==> src/rtl/cve2_obi_arb_pkg.sv <==
// cve2_obi_arb_pkg: owner IDs and fetch constants shared by the OBI arbiter files.
// Revision 1.0
`default_nettype none

package cve2_obi_arb_pkg;

  typedef enum logic {
    OWNER_INSTR = 1'b0,
    OWNER_DATA  = 1'b1
  } obi_owner_e;

  // Wide enough for any practical data width; the arbiter slices off what it needs.
  localparam logic [127:0] FETCH_BE = '1;

endpackage

`default_nettype wire

==> src/rtl/cve2_obi_arb_id_fifo.sv <==
// cve2_obi_arb_id_fifo: in-order owner-ID FIFO that routes each rvalid to its requester.
// Revision 1.0
`default_nettype none

module cve2_obi_arb_id_fifo
  import cve2_obi_arb_pkg::*;
#(
  parameter int unsigned Depth = 2,
  localparam int unsigned CntW = $clog2(Depth + 1)
) (
  input  logic            clk_i,
  input  logic            rst_i,
  input  logic            push,
  input  logic            pop,
  input  obi_owner_e      wdata,
  output obi_owner_e      rdata,
  output logic            full,
  output logic            empty,
  output logic [CntW-1:0] count
);

  localparam int unsigned PtrW = (Depth > 1) ? $clog2(Depth) : 1;

  obi_owner_e      mem [Depth];
  logic [PtrW-1:0] wptr;
  logic [PtrW-1:0] rptr;
  logic            do_push;
  logic            do_pop;

  assign full    = (count == CntW'(Depth));
  assign empty   = (count == '0);
  assign do_push = push && !full;
  assign do_pop  = pop && !empty;
  assign rdata   = mem[rptr];

  // Pointers wrap modulo Depth, so non-power-of-two depths work.
  function automatic logic [PtrW-1:0] next_ptr(input logic [PtrW-1:0] p);
    return (p == PtrW'(Depth - 1)) ? '0 : p + PtrW'(1);
  endfunction

  always_ff @(posedge clk_i or posedge rst_i) begin
    if (rst_i) begin
      wptr  <= '0;
      rptr  <= '0;
      count <= '0;
    end else begin
      if (do_push) wptr <= next_ptr(wptr);
      if (do_pop)  rptr <= next_ptr(rptr);
      if (do_push && !do_pop)      count <= count + CntW'(1);
      else if (do_pop && !do_push) count <= count - CntW'(1);
    end
  end

  always_ff @(posedge clk_i) begin
    if (do_push) mem[wptr] <= wdata;
  end

endmodule

`default_nettype wire

==> src/rtl/cve2_obi_arbiter.sv <==
// cve2_obi_arbiter: round-robin 2:1 OBI arbiter (fetch vs LSU) with hold lock and in-order response routing.
// Revision 1.0
`default_nettype none

module cve2_obi_arbiter
  import cve2_obi_arb_pkg::*;
#(
  parameter int unsigned MaxOutstanding = 2,
  parameter int unsigned AddrWidth      = 32,
  parameter int unsigned DataWidth      = 32
) (
  input  logic                   clk_i,
  input  logic                   rst_i,
  input  logic                   instr_req_i,
  output logic                   instr_gnt_o,
  output logic                   instr_rvalid_o,
  input  logic [AddrWidth-1:0]   instr_addr_i,
  output logic [DataWidth-1:0]   instr_rdata_o,
  output logic                   instr_err_o,
  input  logic                   data_req_i,
  output logic                   data_gnt_o,
  output logic                   data_rvalid_o,
  input  logic                   data_we_i,
  input  logic [DataWidth/8-1:0] data_be_i,
  input  logic [AddrWidth-1:0]   data_addr_i,
  input  logic [DataWidth-1:0]   data_wdata_i,
  output logic [DataWidth-1:0]   data_rdata_o,
  output logic                   data_err_o,
  output logic                   bus_req_o,
  input  logic                   bus_gnt_i,
  input  logic                   bus_rvalid_i,
  output logic                   bus_we_o,
  output logic [DataWidth/8-1:0] bus_be_o,
  output logic [AddrWidth-1:0]   bus_addr_o,
  output logic [DataWidth-1:0]   bus_wdata_o,
  input  logic [DataWidth-1:0]   bus_rdata_i,
  input  logic                   bus_err_i,
  output logic                   busy_o,
  output logic                   protocol_err_o
);

  localparam int unsigned BeW  = DataWidth / 8;
  localparam int unsigned CntW = $clog2(MaxOutstanding + 1);

  obi_owner_e      sel;
  obi_owner_e      last_owner;
  obi_owner_e      lock_owner;
  obi_owner_e      head;
  logic            lock;
  logic            sel_req;
  logic            handshake;
  logic            pop;
  logic            full;
  logic            empty;
  logic [CntW-1:0] count;

  always_comb begin
    sel = OWNER_INSTR;
    if (lock)                            sel = lock_owner;
    else if (instr_req_i && data_req_i)  sel = (last_owner == OWNER_INSTR) ? OWNER_DATA : OWNER_INSTR;
    else if (data_req_i)                 sel = OWNER_DATA;
  end

  // Full is registered state, so a same-cycle pop cannot re-open the request path.
  assign sel_req   = (sel == OWNER_DATA) ? data_req_i : instr_req_i;
  assign bus_req_o = !rst_i && !full && sel_req;
  assign handshake = bus_req_o && bus_gnt_i;

  assign instr_gnt_o = handshake && (sel == OWNER_INSTR);
  assign data_gnt_o  = handshake && (sel == OWNER_DATA);

  assign bus_we_o    = (sel == OWNER_DATA) ? data_we_i    : 1'b0;
  assign bus_be_o    = (sel == OWNER_DATA) ? data_be_i    : FETCH_BE[BeW-1:0];
  assign bus_addr_o  = (sel == OWNER_DATA) ? data_addr_i  : instr_addr_i;
  assign bus_wdata_o = (sel == OWNER_DATA) ? data_wdata_i : '0;

  assign pop            = !rst_i && bus_rvalid_i && !empty;
  assign instr_rvalid_o = pop && (head == OWNER_INSTR);
  assign data_rvalid_o  = pop && (head == OWNER_DATA);
  assign instr_err_o    = instr_rvalid_o && bus_err_i;
  assign data_err_o     = data_rvalid_o && bus_err_i;
  assign instr_rdata_o  = bus_rdata_i;
  assign data_rdata_o   = bus_rdata_i;
  assign busy_o         = (count != '0);

  always_ff @(posedge clk_i or posedge rst_i) begin
    if (rst_i) begin
      lock           <= 1'b0;
      lock_owner     <= OWNER_INSTR;
      last_owner     <= OWNER_INSTR;
      protocol_err_o <= 1'b0;
    end else begin
      if (handshake) begin
        lock       <= 1'b0;
        last_owner <= sel;
      end else if (bus_req_o) begin
        lock       <= 1'b1;
        lock_owner <= sel;
      end
      if (bus_rvalid_i && empty) protocol_err_o <= 1'b1;
    end
  end

  cve2_obi_arb_id_fifo #(
    .Depth (MaxOutstanding)
  ) u_id_fifo (
    .clk_i (clk_i),
    .rst_i (rst_i),
    .push  (handshake),
    .pop   (pop),
    .wdata (sel),
    .rdata (head),
    .full  (full),
    .empty (empty),
    .count (count)
  );

endmodule

`default_nettype wire
==> config.mk <==
export PLATFORM = sky130hd
export DESIGN_NAME = cve2_obi_arbiter
export DESIGN_NICKNAME = d
export VERILOG_FILES = /design/src/rtl/cve2_obi_arb_pkg.sv /design/src/rtl/cve2_obi_arb_id_fifo.sv /design/src/rtl/cve2_obi_arbiter.sv
export SDC_FILE = /design/constraint.sdc
export NUM_CORES = 1
export LEC_CHECK = 0
export BUFFER_PORTS_ARGS = -buffer_cell sky130_fd_sc_hd__buf_2
export CAP_MARGIN = 20
export CORE_AREA = 2 2 109 111
export CTS_CLUSTER_DIAMETER = 120
export DETAILED_ROUTE_END_ITERATION = 6
export DIE_AREA = 0 0 111 113
export PLACE_DENSITY = 0.53
export SYNTH_ARGS = -nofsm -noshare
export SYNTH_HDL_FRONTEND = slang
export SYNTH_SLANG_ARGS = --single-unit
export TNS_END_PERCENT = 5
==> constraint.sdc <==
create_clock -name clk_i -period 1.9 [get_ports clk_i]
set_input_delay 0.095 -clock clk_i [delete_from_list [all_inputs] [get_ports clk_i]]
set_output_delay 0.095 -clock clk_i [all_outputs]
set_load 0.05 [all_outputs]
# == Yosys cells after proc, flatten, opt, wreduce, memory -nomap -nowiden ==
# Memories as Yosys holds them, arrays and structs flattened.
# Index checks and enable logic that the tools add are counted.
# totals
in_bits,140
word_cells,60
ram_bits,2
output_inout_bits,142
mem_count,1
regBits,8
# memory_table
memory,words,word_bits,read_ports,rd_clocked_by_memory_dff,wr,line,rtl
u_id_fifo.mem,2,1,1,0,1,cve2_obi_arb_id_fifo.sv:24,obi_owner_e mem [Depth];
# op_classes
n_mux,17
n_reduce_logical,27
addsub,4
eq_ne,1
bitwise_logic,3
# op_table
operator,n
two-way mux 32 bit,2
logical AND 1 bit,17
two-way mux 1 bit,12
nonzero test 2 bit,3
logical NOT 1 bit,5
two-way mux 2 bit,2
two-way mux 4 bit,1
inverter 1 bit,3
"adder 1 bit, second input constant",2
"adder 2 x 1 -> 2 bit, second input constant",1
"equality test 2 bit, second input constant",1
logical NOT 2 bit,1
AND reduction 2 bit,1
"subtractor 2 x 1 -> 2 bit, second input constant",1

# == Logic depth before layout (Yosys ltp) ==
# Gate-level depths: netlist of the first run.
# depth
depth_word,11
ltp_mapped,8
depth_no_buf,8

# == By module ==
# Synthesis of the first run repeated with hierarchy kept, for this count alone.
# unflattened
hier_cells,199
area_unflattened_um2,1689.1
# modules_own_cells
mod,area_per_inst_um2,seq_area_each_um2,instances,cells_each
cve2_obi_arbiter,1417.6,100.1,1,176
cve2_obi_arb_id_fifo,271.5,160.2,1,23

# == Worst setup path after synthesis of the first run ==
# OpenSTA, ideal clock, no wires.
# synth_timing
path_type,flip-flop to flip-flop
start,register lock
end,register u_id_fifo.count[1]
path_stages_with_launch,9
path_slack_ps,-438
setup_ps,125
arrival_time_ps,2213
required_ps,1775
synth_period_minus_slack_ps,2338
path_buffers,0
cell_sequence,dfrtp_1 > and3b_1 > a2111oi_4 > nand2_2 > inv_1 > ha_1 > xor2_1 > nor2_1 > xor2_1
# synth_via
elab_chain_cells,8
word_cells_on_any_way,10
classes_between,mux (3); reduce/logical (7)
# synth_lines
item,line,rtl
"start, declared",cve2_obi_arbiter.sv:49,logic lock;
"start signal, assigned",cve2_obi_arbiter.sv:88,lock <= 1'b0;
"start signal, assigned",cve2_obi_arbiter.sv:94,lock <= 1'b0;
"start signal, assigned",cve2_obi_arbiter.sv:97,lock <= 1'b1;
two-way mux 1 bit *,cve2_obi_arbiter.sv:59,if (lock) sel = lock_owner;
two-way mux 1 bit *,cve2_obi_arbiter.sv:65,assign sel_req = (sel == OWNER_DATA) ? data_req_i : instr_req_i;
logical AND 1 bit *,cve2_obi_arbiter.sv:66,assign bus_req_o = !rst_i && !full && sel_req;
named net bus_req_o,cve2_obi_arbiter.sv:29,"output logic bus_req_o,"
logical AND 1 bit *,cve2_obi_arbiter.sv:67,assign handshake = bus_req_o && bus_gnt_i;
logical AND 1 bit *,cve2_obi_arb_id_fifo.sv:32,assign do_push = push && !full;
named net u_id_fifo.do_push,cve2_obi_arb_id_fifo.sv:27,logic do_push;
logical NOT 1 bit,cve2_obi_arb_id_fifo.sv:50,else if (do_pop && !do_push) count <= count - CntW'(1);
logical AND 1 bit,cve2_obi_arb_id_fifo.sv:50,
nonzero test 2 bit (no source line),--,
"end signal, assigned",cve2_obi_arb_id_fifo.sv:49,if (do_push && !do_pop) count <= count + CntW'(1);
"end signal, assigned",cve2_obi_arb_id_fifo.sv:50,
"end, declared",cve2_obi_arb_id_fifo.sv:19,output logic [CntW-1:0] count
# Mark *: on every way through the listed nets, which the timed path passes. The rest lies on a longest branch.
# A chain may end at the register's enable or synchronous reset.

# == Final worst setup path of the first run ==
# layout_timing
start,register lock
end,output port bus_addr_o[21]
# layout_via
elab_chain_cells,2
# layout_lines
item,line,rtl
two-way mux 1 bit,cve2_obi_arbiter.sv:59,
two-way mux 32 bit,cve2_obi_arbiter.sv:74,assign bus_addr_o = (sel == OWNER_DATA) ? data_addr_i : instr_addr_i;
"end, declared",cve2_obi_arbiter.sv:34,"output logic [AddrWidth-1:0] bus_addr_o,"
# Every way passes these cells.

==> metrics.yaml, run 1 <==
run_status:
  run_status: "finished, final reports clean"
power:
  p_clk_share_pct: 7.9
  p_sw_uw: 2870
  p_sw_share_pct: 61.5
  leakage_uw: 0.00135
  comb_power_share_pct: 83.1
  powerDensity_nw_per_um2: 1870
  p_int_uw: 1800
  p_seq_share_pct: 8.9
  power_uw: 4670
  ir_worst_vdd_v: 0.000684
final_layout:
  nets: 461
  final_common_cell: "buf_2"
  drive_above_1_share_pct: 74.6
  final.fill_count: 1236
  fin_util_pct: 22.2
  final_cell_mix: "175 x buf_2, 33 x and2_1, 32 x mux2_2, 9 x nor2_1, 9 x buf_6"
  syn_to_final_growth_pct: 49.0
  final_area_um2: 2500
grt:
  grt_overflow: 0
  grt_first_pass_wirelength_mm: 9.25
  first_global_vias: 1685
  antenna_found_initial: 1
  grt_use_total_pct: 9.56
  grt_max_degree: 33
worst_setup_path:
  crit_type: "reg -> out"
  cp-end-kind: "output pin"
  worstSetupStartpointType: "register"
  startpoint: "lock$_DFFE_PP0P_"
  worstRegToRegCells: 7
  r2r-start: "lock$_DFFE_PP0P_"
  worstReg2RegEnd: "u_id_fifo.count[1]$_DFFE_PP0P_"
  cp.arrival_ps: 1800
  path_max_fanout: 32
  r2r_slack_ps: 210
  slowest_delay_ps: 420
  required_ps: 1800
  cpMaxStageDelayCell: "dfrtp_2"
  endpoint: "bus_addr_o[21]"
  cp_cell_sequence: "nor2b_1 > a22oi_4 > buf_12 > mux2_2 > buf_2"
detailed_routing:
  drc: 0
  vias: 1743
  ant_nets: 0
  routed_via_density: 3.76
  post_drt_wl_per_cell_um: 14.5
  wl_mm: 6.69
  drt_iter0_markers: 52
  firstDrtPassIters: 4
die:
  die_y_um: 113
  core_um2: 11300
  start_util_pct: 14.9
  dieArea_um2: 12500
  die-width_um: 111
  row_count: 39
  io_pins: 282
synth:
  yosysUniqueCellTypes: 31
  synth_edf_count: 2
  synth_ff_type: "dfrtp_1"
  syn-num-nets: 334
  synth_seq_area_share_pct: 15.5
  ys_top_cells_by_area: "buf_4 30%, mux2_2 22%, and2_1 12%, dfrtp_1 12%, edfxtp_1 3.6%"
  avgSynthCellArea_um2: 8.69
  yosys_warnings: 0
  syn_inst: 193
  synth_top_area_share_pct: 30.0
  async_reset_ff_share_pct: 80.0
  yosysTopAreaCell: "buf_4"
  syn_area_um2: 1680
  synth-seq-cells: 10
cts:
  cts_buffers: 3
  root_buffer: "clkbuf_16"
  cts.sinks: 10
  clk_latency_ps: 240
  cts_tree: "built"
  clockBufferDepth: 2
  clkTransAtPathRegs_ps: 40
  cts-htree-levels: 1
sta:
  whs_ps: 107
  fin_skew_ps: 2.55
  fin_crit_sh_pct: 99.6
  maxSlewViolCount: 0
  fmax_mhz: 529
  setup_tns_ps: 0
  worst_pin_slew_ps: 295
  min_period_ps: 1890
  max_slew_margin_pct: 80.3
  rsz0062_at_grt: "yes"
  setup_violations: 0
  finalHoldViolCount: 0
placement:
  placed_cell_area_um2: 2340
  port_buffers: 185
  gp_congestion: 0.862
  hpwl_mm: 5.96
flow_run:
  maxCapViolations: 0
hold_path:
  min_path_type: "in -> reg"
## timing repair
item                       CTS  global route
resized for setup            9            14
buffers inserted             0             0
setup endpoints to repair   27            47
hold buffers                 1             0
pin swaps                    0             0
hold endpoints to repair     8             0
## cell families after synthesis
family          share of synthesized area [%]
flops                                    15.5
mux                                      22.8
fa+ha+maj                               0.746
xor+xnor                                 3.06
simple gates                             20.8
compound gates                           5.15
buf+inv                                  31.9
## cell type report
cell class              instances  area (µm²)  area share (%)
clock inverters                 1        3.75           0.150
multi-input cells             108         901            36.1
repair buffers                193        1060            42.4
inverters                       4        15.0           0.601
well taps                     143         179            7.16
diodes                          1        2.50           0.100
clock buffers                   3        75.1            3.00
flip-flops and latches         10         263            10.5
## registers in the layout (all words and copies together), names as in the netlist
register	flops
u_id_fifo.count	2
lock	1
u_id_fifo.rptr	1
u_id_fifo.wptr	1
u_id_fifo.mem	2
lock_owner	1
last_owner	1
protocol_err_o	1
## stage by stage
stage	std cells	setup slack [ps]
after CTS	462	0.449
after detailed placement	457	209
after global placement	457	224
after floorplan	193	-337
final	463	7.98
after global routing	463	-68.0
## metal layers
layer  track usage (%)  share of wire (%)  vias to the layer above  routed length (µm)
li1                  -                  -                      816                   -
met1              8.70                 31                      745                2090
met2              19.4                 53                      160                3560
met3              2.62                 12                       22                 778
met4              4.50                4.0                        0                 265
met5                 0                  0                        -                   0
## power by group through the flow
stage / Sequential (µW) / Clock (µW) / Combinational (µW)
floorplan: 398 / 0 / 3370
global placement: 410 / 0 / 3770
detailed placement: 418 / 0 / 3790
CTS: 418 / 377 / 3850
global route: 434 / 395 / 4060
finish: 418 / 371 / 3880
## critical path, delay by kind of cell (launching register included)
kind	cells	cell delay, ps
buf+inv	2	440
flops	1	420
mux	1	350
compound gates	1	220
simple gates	1	90
## Yosys cell counts, types with 2 or more instances
library cell	count
and2_1	33
buf_2	2
buf_4	67
clkbuf_1	2
dfrtp_1	8
edfxtp_1	2
inv_1	3
mux2_2	33
nand2_1	4
nand2b_1	5
nand3_1	2
nor2_1	9
nor2b_1	2
o2bb2ai_1	2
xnor2_1	2
xor2_1	2
## worst min-delay path by stage
stage	start	endpoint	slack, ps	depth (start not counted)
after detailed placement	rst_i	u_id_fifo.rptr$_DFFE_PP0P_	150	3
after floorplan	rst_i	last_owner$_DFFE_PP0N_	-70	1
after global placement	rst_i	u_id_fifo.rptr$_DFFE_PP0P_	160	3
after global routing	bus_rvalid_i	protocol_err_o$_DFFE_PP0P_	110	2
after CTS	bus_rvalid_i	protocol_err_o$_DFFE_PP0P_	100	2
final	bus_rvalid_i	protocol_err_o$_DFFE_PP0P_	110	2
Note: power is estimated with default switching activity, not from simulation.
==> inputs of run 2 (changes only) <==
- ABC_AREA: not set -> 1
- CORE_AREA: 2 2 109 111 -> 2 2 110 112
- DIE_AREA: 0 0 111 113 -> 0 0 112 114
- PLACE_DENSITY: 0.53 -> 0.54
==> metrics.yaml, run 2 <==
synth:
  synth_xor_area_share_pct: 1.47  # -1.6 points
  synth.most_common_cell: "nand2_1"
  syn_inst: 305  # +58%
  synth_edf_count: 2  # unchanged
  syn-num-nets: 446  # +34%
  yosysTopAreaCell: "buf_4"
  yosys_warnings: 0  # unchanged
  avgSynthCellArea_um2: 5.87  # -32%
  synth_seq_area_share_pct: 14.5  # -0.99 points
  synth-adder-area-share_pct: 0.699  # -0.047 points
  synth-seq-cells: 10  # unchanged
  yosysUniqueCellTypes: 24  # -23%
  yosys.area_share.simple_pct: 41.4  # +21 points
  synth_compound_area_share_pct: 1.33  # -3.8 points
  ys_top_cells_by_area: "buf_4 27%, nand2_1 23%, dfrtp_1 11%, inv_1 9.6%, nor2_4 6.3%"
  synth_ff_type: "dfrtp_1"
  synth_top_area_share_pct: 26.8  # -3.2 points
  async_reset_ff_share_pct: 80.0  # unchanged
  synthMuxAreaShare_pct: 0  # -23 points
  synth_top_family_by_area: "simple AND/OR/NAND/NOR gates"
  syn_area_um2: 1790  # +6.8%
  ys_top_cells_by_count: "111 x nand2_1, 64 x buf_4, 46 x inv_1, 28 x nor2_1, 10 x nor2_4"
placement:
  gp_congestion: 0.831  # -3.6%
  dp_cells: 571  # +25%
  placed_cell_area_um2: 2430  # +4.0%
  hpwl_mm: 6.59  # +11%
  port_buffers: 185  # unchanged
power:
  power_uw: 4330  # -7.4%
  leakage_uw: 0.00169  # +25%
  p_clk_share_pct: 8.7  # +0.8 points
  p_sw_uw: 2950  # +2.8%
  ir_worst_vdd_v: 0.000734  # +7.3%
  p_seq_share_pct: 8.1  # -0.8 points
  p_int_uw: 1370  # -24%
  p_sw_share_pct: 68.2  # +6.7 points
  powerDensity_nw_per_um2: 1710  # -8.3%
  comb_power_share_pct: 83.2  # about the same
cts:
  clk_latency_ps: 240  # about the same
  clockBufferDepth: 2  # unchanged
  clkTransAtPathRegs_ps: 40  # about the same
  cts_tree: "built"
  cts_setup_buffers: 0  # unchanged
  root_buffer: "clkbuf_16"
  cts_buffers: 3  # unchanged
  cts-htree-levels: 1  # unchanged
  cts.sinks: 10  # unchanged
detailed_routing:
  drc: 0  # unchanged
  post_drt_wl_per_cell_um: 13.0  # -9.9%
  routed_via_density: 3.58  # -5.0%
  wl_mm: 7.50  # +12%
  ant_nets: 0  # unchanged
  firstDrtPassIters: 4  # unchanged
  vias: 2060  # +18%
  drt_iter0_markers: 62  # +19%
die:
  core_um2: 11700  # +3.9%
  io_pins: 282  # unchanged
  dieArea_um2: 12800  # +1.8%
  row_count: 40  # +2.6%
  die-width_um: 112  # +0.90%
  die_y_um: 114  # +0.88%
  start_util_pct: 15.3  # +0.41 points
final_layout:
  final_area_um2: 2520  # +1.1%
  nets: 571  # +24%
  n_antenna_cell: 0  # -1
  syn_to_final_growth_pct: 41.0
  drive_above_1_share_pct: 50.1  # -24 points
  top_regs: "u_id_fifo.count x2, u_id_fifo.mem x2"
  final_cell_mix: "183 x buf_2, 111 x nand2_1, 45 x inv_1, 28 x nor2_1, 10 x nor2_4"
  final_cell_count_no_fill: 576  # +24%
  final.fill_count: 1376  # +11%
  final_common_cell: "buf_2"
worst_setup_path:
  cp.arrival_ps: 1690  # -110 ps
  crit_type: "reg -> out"
  worstRegToRegCells: 8  # +1
  cp-end-kind: "output pin"
  r2r-start: "lock$_DFFE_PP0P_"
  required_ps: 1800  # about the same
  worstSetupStartpointType: "register"
  worstReg2RegEnd: "u_id_fifo.count[1]$_DFFE_PP0P_"
  path_max_fanout: 44  # +38%
  startpoint: "lock$_DFFE_PP0P_"
  endpoint: "bus_addr_o[6]"
  r2r_slack_ps: 210  # about the same
grt:
  grt_use_met3_pct: 3.29  # +0.67 points
  grt_max_degree: 45  # +36%
  met2_usage_pct: 19.1  # -0.32 points
  grt.busiest_layer: "met2"
  antenna_found_initial: 0  # -1
  first_global_vias: 1880  # +12%
  grt_first_pass_wirelength_mm: 10.5  # +14%
  grt_overflow: 0  # unchanged
  gr-usage-met1_pct: 12.3  # +3.6 points
  grt_use_total_pct: 10.6  # +1.1 points
sta:
  whs_ps: 119  # +11.8 ps
  fin_skew_ps: 1.49  # -1.06 ps
  finalHoldViolCount: 0  # unchanged
  maxSlewViolCount: 0  # unchanged
  max_slew_margin_pct: 76.6  # -3.7 points
  rsz0062_at_grt: "no"
  setup_violations: 0  # unchanged
  fin_crit_sh_pct: 93.8  # -5.7 points
  fmax_mhz: 561  # +6.1%
  min_period_ps: 1780  # -109 ps
  worst_pin_slew_ps: 347  # +52.4 ps
hold_path:
  min_path_type: "in -> reg"
run_status:
  run_status: "finished, final reports clean"
flow_run:
  maxCapViolations: 0  # unchanged
==> run 2: cell families (layout without fill, tap and decap cells) <==
| logic type | after synthesis | count (layout) |
|---|---|---|
| and+or+nand+nor | 165 | 165 |
| buffers and inverters | 122 | 246 |
| DFF | 10 | 10 |
| AOI/OAI and AO/OA | 4 | 4 |
| xor gates and xnor gates | 3 | 3 |
| adders and majority gates | 1 | 1 |
==> run 2: how the worst min path moves through the flow <==
stage	start	endpoint	slack, ps	cells past startpoint
finish	bus_rvalid_i	protocol_err_o$_DFFE_PP0P_	120	2
global route	bus_rvalid_i	protocol_err_o$_DFFE_PP0P_	140	2
CTS	bus_rvalid_i	protocol_err_o$_DFFE_PP0P_	120	2
detailed placement	rst_i	u_id_fifo.count[1]$_DFFE_PP0P_	8	2
global placement	rst_i	u_id_fifo.count[1]$_DFFE_PP0P_	10	2
floorplan	rst_i	last_owner$_DFFE_PP0N_	-70	1
==> run 2: critical path, stage by stage, from the launching register on <==
cell	delay [ps]
dfrtp_1	380
nand2_1	140
nand2_4	80
inv_2	80
buf_12	250
nand2_1	80
nand2_1	130
buf_2	280
==> run 2: routing by layer <==
layer,share of wire [%],routed length (µm)
met4,1.3,97
met1,39,2910
met5,0,0
met2,50,3770
met3,9.6,720
==> run 2: power groups by stage <==
stage	sequential [µW]	combinational [µW]	clock (µW)
2_1_floorplan	347	3160	0
3_3_place_gp	353	3620	0
3_5_place_dp	352	3620	0
4_1_cts	352	3630	386
5_1_grt	361	3830	397
6_report	351	3600	378
==> run 2: metrics by stage <==
step                      TNS, ps  utilization [%]  worst slack (ps)
after CTS                       0             21.5              37.9
after floorplan              -387                -              -374
after global routing            0             21.6              29.2
final                           0             21.6               117
after detailed placement        0             20.8               199
after global placement          0             20.8               225
==> run 2: cell type report <==
| type | count | area [µm²] | area share (%) |
|---|---|---|---|
| clock buffers | 3 | 75.1 | 2.97 |
| repair buffers | 194 | 1010 | 40.1 |
| inverters | 48 | 180 | 7.14 |
| multi-input cells | 173 | 808 | 32.0 |
| flip-flops and latches | 10 | 260 | 10.3 |
| clock inverters | 1 | 3.75 | 0.149 |
| well taps | 147 | 184 | 7.28 |
==> run 2: timing repair <==
item,4_1_cts,5_1_grt
endpoints found under the hold margin,3,0
resized for setup,0,3
hold buffers,1,0
endpoints found under the setup margin,0,3
